### src/rtl/rename_unit.sv
// ---------------------------------------------------------------------------
// rename_unit
//
// Single-wide register-rename stage placed directly in front of the reorder
// buffer. Each accepted rename does the following:
//   - pops a fresh physical register from a circular free list,
//   - maps the architectural destination to that register in the RAT,
//   - marks the register busy,
//   - hands {ard, prd_new, prd_old} to the ROB in the same cycle.
// Retiring instructions return their prd_old to the free list. Writebacks
// clear busy bits. Source readiness includes a same-cycle writeback bypass.
//
// Ports
//   clk, rst             : clock (rising edge), async active-high reset
//   ren_valid            : rename request present
//   ren_ard              : destination architectural register
//   ren_ars1, ren_ars2   : source architectural registers
//   ren_ready            : rename can be accepted this cycle
//   ren_prd              : allocated physical destination
//   ren_prs1, ren_prs2   : physical sources (pre-update RAT contents)
//   ren_prs1_rdy/_rdy2   : source values available
//   rob_alloc_ok         : ROB has space
//   rob_alloc_en         : ROB allocate strobe
//   rob_ard              : to ROB ard_in
//   rob_prd_new          : to ROB prd_new_in
//   rob_prd_old          : to ROB prd_old_in
//   wb_en, wb_prd        : writeback strobe and written physical register
//   commit_valid         : ROB head ready to retire
//   commit_prd_old       : physical register freed by the retiring instruction
//   commit_pop           : pop ROB head
//   free_cnt             : current free-list occupancy
//   fl_overflow          : sticky error, free-list push while full
// ---------------------------------------------------------------------------
module rename_unit #(
   parameter int ARCH = 32,
   parameter int PHYS = 64,
   parameter int AW   = $clog2(ARCH),
   parameter int PW   = $clog2(PHYS),
   parameter int FLN  = PHYS - ARCH,
   parameter int FW   = $clog2(FLN + 1)
) (
   input  logic          clk,
   input  logic          rst,
   input  logic          ren_valid,
   input  logic [AW-1:0] ren_ard,
   input  logic [AW-1:0] ren_ars1,
   input  logic [AW-1:0] ren_ars2,
   output logic          ren_ready,
   output logic [PW-1:0] ren_prd,
   output logic [PW-1:0] ren_prs1,
   output logic [PW-1:0] ren_prs2,
   output logic          ren_prs1_rdy,
   output logic          ren_prs2_rdy,
   input  logic          rob_alloc_ok,
   output logic          rob_alloc_en,
   output logic [AW-1:0] rob_ard,
   output logic [PW-1:0] rob_prd_new,
   output logic [PW-1:0] rob_prd_old,
   input  logic          wb_en,
   input  logic [PW-1:0] wb_prd,
   input  logic          commit_valid,
   input  logic [PW-1:0] commit_prd_old,
   output logic          commit_pop,
   output logic [FW-1:0] free_cnt,
   output logic          fl_overflow
);

   localparam int            HW       = (FLN > 1) ? $clog2(FLN) : 1;
   localparam logic [FW-1:0] FULL_CNT = FW'(FLN);
   localparam logic [FW-1:0] CNT_ONE  = FW'(1'b1);
   localparam logic [HW-1:0] LAST_IDX = HW'(FLN - 1);
   localparam logic [HW-1:0] IDX_ONE  = HW'(1'b1);

   // Architectural state
   logic [PW-1:0] rat_r [ARCH];
   logic [PW-1:0] fl_r  [FLN];
   logic [HW-1:0] head_r;
   logic [HW-1:0] tail_r;
   logic [FW-1:0] count_r;
   logic [PHYS-1:0] busy_r;
   logic          fl_overflow_r;

   // Decoded controls
   logic          ren_ready_s;
   logic          fire_s;
   logic          full_s;
   logic          push_s;
   logic          ovf_s;
   logic [PW-1:0] new_prd_s;
   logic [PW-1:0] old_prd_s;
   logic [PW-1:0] prs1_s;
   logic [PW-1:0] prs2_s;
   logic          prs1_rdy_s;
   logic          prs2_rdy_s;
   logic [HW-1:0] head_nxt_s;
   logic [HW-1:0] tail_nxt_s;
   logic [FW-1:0] count_nxt_s;

   // Handshake, RAT lookups and free-list pop/push decode.
   // ren_ready only looks at the registered count, so a commit landing in
   // the same cycle cannot unblock a rename when the list is empty.
   always_comb begin
      ren_ready_s = (count_r != {FW{1'b0}}) && rob_alloc_ok;
      fire_s      = ren_valid && ren_ready_s;
      full_s      = (count_r == FULL_CNT);
      push_s      = commit_valid && !full_s;
      ovf_s       = commit_valid && full_s;
      new_prd_s   = fl_r[head_r];
      old_prd_s   = rat_r[ren_ard];
      prs1_s      = rat_r[ren_ars1];
      prs2_s      = rat_r[ren_ars2];
      // A writeback in flight this cycle makes the operand ready right away
      prs1_rdy_s  = !busy_r[prs1_s] || (wb_en && (wb_prd == prs1_s));
      prs2_rdy_s  = !busy_r[prs2_s] || (wb_en && (wb_prd == prs2_s));
      head_nxt_s  = (head_r == LAST_IDX) ? {HW{1'b0}} : (head_r + IDX_ONE);
      tail_nxt_s  = (tail_r == LAST_IDX) ? {HW{1'b0}} : (tail_r + IDX_ONE);
   end

   // Free-list occupancy: a pop and a push in the same cycle cancel out
   always_comb begin
      count_nxt_s = count_r;
      if (fire_s && !push_s) begin
         count_nxt_s = count_r - CNT_ONE;
      end else if (push_s && !fire_s) begin
         count_nxt_s = count_r + CNT_ONE;
      end else begin
         count_nxt_s = count_r;
      end
   end

   // RAT: identity map at reset, destination remapped on each accepted rename
   always_ff @(posedge clk or posedge rst) begin
      if (rst) begin
         for (int i = 0; i < ARCH; i++) begin
            rat_r[i] <= PW'(i);
         end
      end else begin
         if (fire_s) begin
            rat_r[ren_ard] <= new_prd_s;
         end
      end
   end

   // Free list storage, pointers and count; a push while full is dropped
   always_ff @(posedge clk or posedge rst) begin
      if (rst) begin
         for (int k = 0; k < FLN; k++) begin
            fl_r[k] <= PW'(ARCH + k);
         end
         head_r  <= {HW{1'b0}};
         tail_r  <= {HW{1'b0}};
         count_r <= FULL_CNT;
      end else begin
         if (fire_s) begin
            head_r <= head_nxt_s;
         end
         if (push_s) begin
            fl_r[tail_r] <= commit_prd_old;
            tail_r       <= tail_nxt_s;
         end
         count_r <= count_nxt_s;
      end
   end

   // Busy table: writeback clears, rename sets; the set is last so it wins
   always_ff @(posedge clk or posedge rst) begin
      if (rst) begin
         busy_r <= {PHYS{1'b0}};
      end else begin
         if (wb_en) begin
            busy_r[wb_prd] <= 1'b0;
         end
         if (fire_s) begin
            busy_r[new_prd_s] <= 1'b1;
         end
      end
   end

   // Sticky overflow flag, cleared only by reset
   always_ff @(posedge clk or posedge rst) begin
      if (rst) begin
         fl_overflow_r <= 1'b0;
      end else begin
         if (ovf_s) begin
            fl_overflow_r <= 1'b1;
         end
      end
   end

   assign ren_ready    = ren_ready_s;
   assign ren_prd      = new_prd_s;
   assign ren_prs1     = prs1_s;
   assign ren_prs2     = prs2_s;
   assign ren_prs1_rdy = prs1_rdy_s;
   assign ren_prs2_rdy = prs2_rdy_s;
   assign rob_alloc_en = fire_s;
   assign rob_ard      = ren_ard;
   assign rob_prd_new  = new_prd_s;
   assign rob_prd_old  = old_prd_s;
   assign commit_pop   = commit_valid;
   assign free_cnt     = count_r;
   assign fl_overflow  = fl_overflow_r;

endmodule

### config.mk
export PLATFORM = sky130hd
export DESIGN_NAME = rename_unit
export DESIGN_NICKNAME = d
export VERILOG_FILES = /design/src/rtl/rename_unit.sv
export SDC_FILE = /design/constraint.sdc
export NUM_CORES = 1
export LEC_CHECK = 0
export BUFFER_PORTS_ARGS = -buffer_cell sky130_fd_sc_hd__buf_4
export CELL_PAD_IN_SITES_DETAIL_PLACEMENT = 1
export CELL_PAD_IN_SITES_GLOBAL_PLACEMENT = 2
export CORE_ASPECT_RATIO = 0.9
export CORE_UTILIZATION = 28
export CTS_CLUSTER_DIAMETER = 50
export DETAILED_ROUTE_END_ITERATION = 7
export MAX_ROUTING_LAYER = met4
export PLACE_DENSITY_LB_ADDON = 0.1
export RECOVER_POWER = 25
export SLEW_MARGIN = 20
export SYNTH_ARGS = -nofsm -noshare
export SYNTH_HDL_FRONTEND = slang
export SYNTH_SLANG_ARGS = --single-unit
### constraint.sdc
create_clock -name clk -period 24.6 [get_ports clk]
set_input_delay 2.46 -clock clk [delete_from_list [all_inputs] [get_ports clk]]
set_output_delay 2.46 -clock clk [all_outputs]
set_load 0.02 [all_outputs]
==> flow_summary.yaml <==
run_status:
  status: "finished, violations left"
  violations: "max-capacitance violations, max-slew violations"
setup_path:
  ff2ff_setup_slack_ns: 19.81
  cp.depth: 3
  cp_slowest_cell: "clkbuf_1"
  worstPathArrival_ns: 10.63
  path_buf_inv: 3
  cp_max_fo: 145
  crit_path_start_kind: "input port"
  crit_type: "in -> async"
  cp.required_ns: 22.34
  cp-end-kind: "async pin"
  cp_cell_sequence: "clkbuf_4 -> clkinvlp_2 -> clkbuf_1"
  max_stage_delay_ns: 5.48
  ff2ff_path_depth: 9
  cp_top_family: "buffers and inverters"
placed_design:
  dp_hpwl_mm: 61.6
  gp_congestion: 0.865
  placed_cell_area_um2: 27400
  io_buffers: 79
logic_synthesis:
  synth_edf_count: 0
  async_flop_share_pct: 100
  synthCells: 2131
  avgSynthCellArea_um2: 12.1
  ys_types: 53
  synth_flop_cell: "dfrtp_1"
  synth_nets: 2174
  syn_area_um2: 25700
  ys_seq_elements: 465
  ys_seq_area_share_pct: 46.1
  yosysWarnings: 0
clocking:
  clk_latency_ns: 0.65
  path_clk_slew_ns: 0.05
  clockBufferDepth: 3
  clockRootBuffer: "clkbuf_16"
  cts_inserted_buffers: 77
  cts_max_level: 3
  clkSinkCount: 465
  cts-resized-gates: 0
  hold_buffers: 0
  postCtsSetupBuffers: 0
  cts_tree: "built"
grt:
  grt_pass1_vias: 19700
  grt_overflow: 0
  grt_max_degree: 166
  antenna_found_initial: 3
  grt_pass1_wl_mm: 139
  grt_use_total_pct: 21.0
routing:
  dr.pass1.iters: 5
  via_per_inst: 5.30
  route.vias.total: 18200
  drt_iter0_drc: 962
  detail-route-antenna-nets: 0
  drt_wl_total_mm: 92.6
  wl_per_cell_um: 27.0
  post-route-drc-count: 0
power_and_ir_drop:
  power.leakage_nw: 12.3
  ir_drop_mv: 0.0566
  total_power_mw: 3.80
  p_per_area_nw_per_um2: 125
timing:
  fmax_mhz: 77.6
  worst_pin_slew_ns: 7.60
  final-hold-violation-count: 0
  clock_skew_ns: 0.0356
  final.min_clock_period_ns: 12.89
  finalSetupViolCount: 0
  fin_crit_sh_pct: 52.4
  slew_headroom_pct: -406
  grt_setup_unrepaired: "no"
  tns_ns: 0
  finalMaxSlewViolations: 277
floorplanning:
  num_rows: 105
  io_pins: 80
  die_width_um: 322
  core_area_um2: 91000
  start_util_pct: 28.3
  die_h_um: 290
  dieArea_um2: 93100
cells_and_area:
  diodes: 0
  area_delta_synth_final_pct: 17.7
  drive_gt1_share_pct: 39.9
  final_area_um2: 30300
  final_nets: 2180
worst_hold_path:
  worstHoldPathCells: 1
  holdCritPathClass: "reg -> reg"
flow_run:
  maxCapViolCount: 3
## cells by family (layout without fill, tap and decap cells)
group	count (synthesis)	after routing	share of synthesized area (%)
compound gates	398	398	8.37
buf+inv	208	279	3.44
mux	537	537	32.5
fa+ha+maj	10	10	0.486
flops	465	465	46.1
xor+xnor	20	20	0.681
simple gates	493	493	8.42
## layout by cell type, fill, tap and decap left out, types with 28 or more instances in the layout
| cell type | count |
|---|---|
| nand2_1 | 133 |
| mux2i_1 | 110 |
| mux2_2 | 201 |
| mux4_2 | 216 |
| dfrtp_1 | 270 |
| o21ai_0 | 158 |
| clkbuf_16 | 78 |
| a21oi_1 | 155 |
| dfstp_2 | 193 |
| nor2_1 | 230 |
| nand3_1 | 28 |
| buf_4 | 97 |
## per-layer routing
metal | vias up | wire [µm] | share of wire (%) | global-route usage [%]
met3 | 134 | 4490 | 4.8 | 4.36
met4 | 0 | 2460 | 2.7 | 6.25
met1 | 9771 | 43100 | 47 | 28.3
met5 | - | 0 | 0 | -
li1 | 7935 | - | - | -
met2 | 366 | 42600 | 46 | 31.7
## worst paths after layout
kind,startpoint,end
max,rst,head_r[0]$_DFFE_PP0N_
min,fl_overflow$_DFFE_PP0P_,fl_overflow$_DFFE_PP0P_
max reg2reg,head_r[0]$_DFFE_PP0N_,busy_r[24]$_DFF_PP0_
min reg2reg,fl_overflow$_DFFE_PP0P_,fl_overflow$_DFFE_PP0P_
max in group clk,ren_ars2[1],ren_prs2_rdy
min in group asynchronous,rst,busy_r[17]$_DFF_PP0_
## synth_stat cells (3+ instances only)
cell type | instances | area (µm²)
a41oi_1 | 4 | 35.0
clkbuf_1 | 124 | 465
nor2_1 | 241 | 905
mux4_2 | 216 | 4860
nor4_1 | 3 | 18.8
buf_4 | 15 | 113
ha_1 | 10 | 125
nor2b_1 | 9 | 56.3
a2111oi_0 | 4 | 35.0
mux2_2 | 201 | 2260
a311oi_1 | 4 | 35.0
dfstp_2 | 193 | 5070
a31oi_1 | 10 | 62.6
a211oi_1 | 3 | 22.5
or3b_2 | 5 | 43.8
nand4_1 | 21 | 131
and3_1 | 8 | 50.1
o21ai_0 | 158 | 791
a21oi_1 | 155 | 776
buf_2 | 15 | 75.1
o21ai_1 | 27 | 135
a22oi_1 | 22 | 165
nand3b_1 | 13 | 97.6
nand4b_1 | 3 | 26.3
mux2i_1 | 118 | 1180
buf_1 | 21 | 78.8
xor2_1 | 12 | 105
nand3_1 | 28 | 140
xnor2_1 | 8 | 70.1
and4_1 | 4 | 35.0
buf_6 | 4 | 45.0
nand2b_1 | 5 | 31.3
or2_2 | 7 | 43.8
dfrtp_1 | 272 | 6810
or3_1 | 5 | 31.3
nand2_1 | 133 | 499
inv_1 | 28 | 105
## power by group
part           internal, mW  switching (mW)  leakage (nW)  total [mW]
sequential             1.10           0.215          5.55        1.31
clock                 0.773           0.426          1.37        1.20
combinational         0.562           0.729          5.34        1.29
total                  2.43            1.37          12.3        3.80
## cell type report
class                   count  area, µm²
fillers                  9691      60700
multi-input cells        1458      13100
flip-flops and latches    465      11900
clock buffers             104       2160
well taps                1230       1540
repair buffers            106        817
clock inverters            40        707
inverters                  29        110
## registers in the layout, indices dropped and copies added (netlist names)
| register | count |
|---|---|
| fl_r | 192 |
| tail_r | 5 |
| free_cnt | 6 |
| head_r | 5 |
| fl_overflow | 1 |
| busy_r | 64 |
| rat_r | 192 |
## stage by stage
stage / hold slack, ns / setup WS (ns) / utilization (%) / instances
floorplan: 0.470 / 9.49 / - / 2131
global placement: 0.459 / 15.01 / 30.1 / 3286
detailed placement: 0.471 / 14.94 / 30.1 / 3286
CTS: 0.486 / 14.93 / 33.3 / 3430
global route: 0.515 / 9.52 / 33.3 / 3432
finish: 0.476 / 11.71 / 33.3 / 3432
Power figures use the tool's default switching activity.
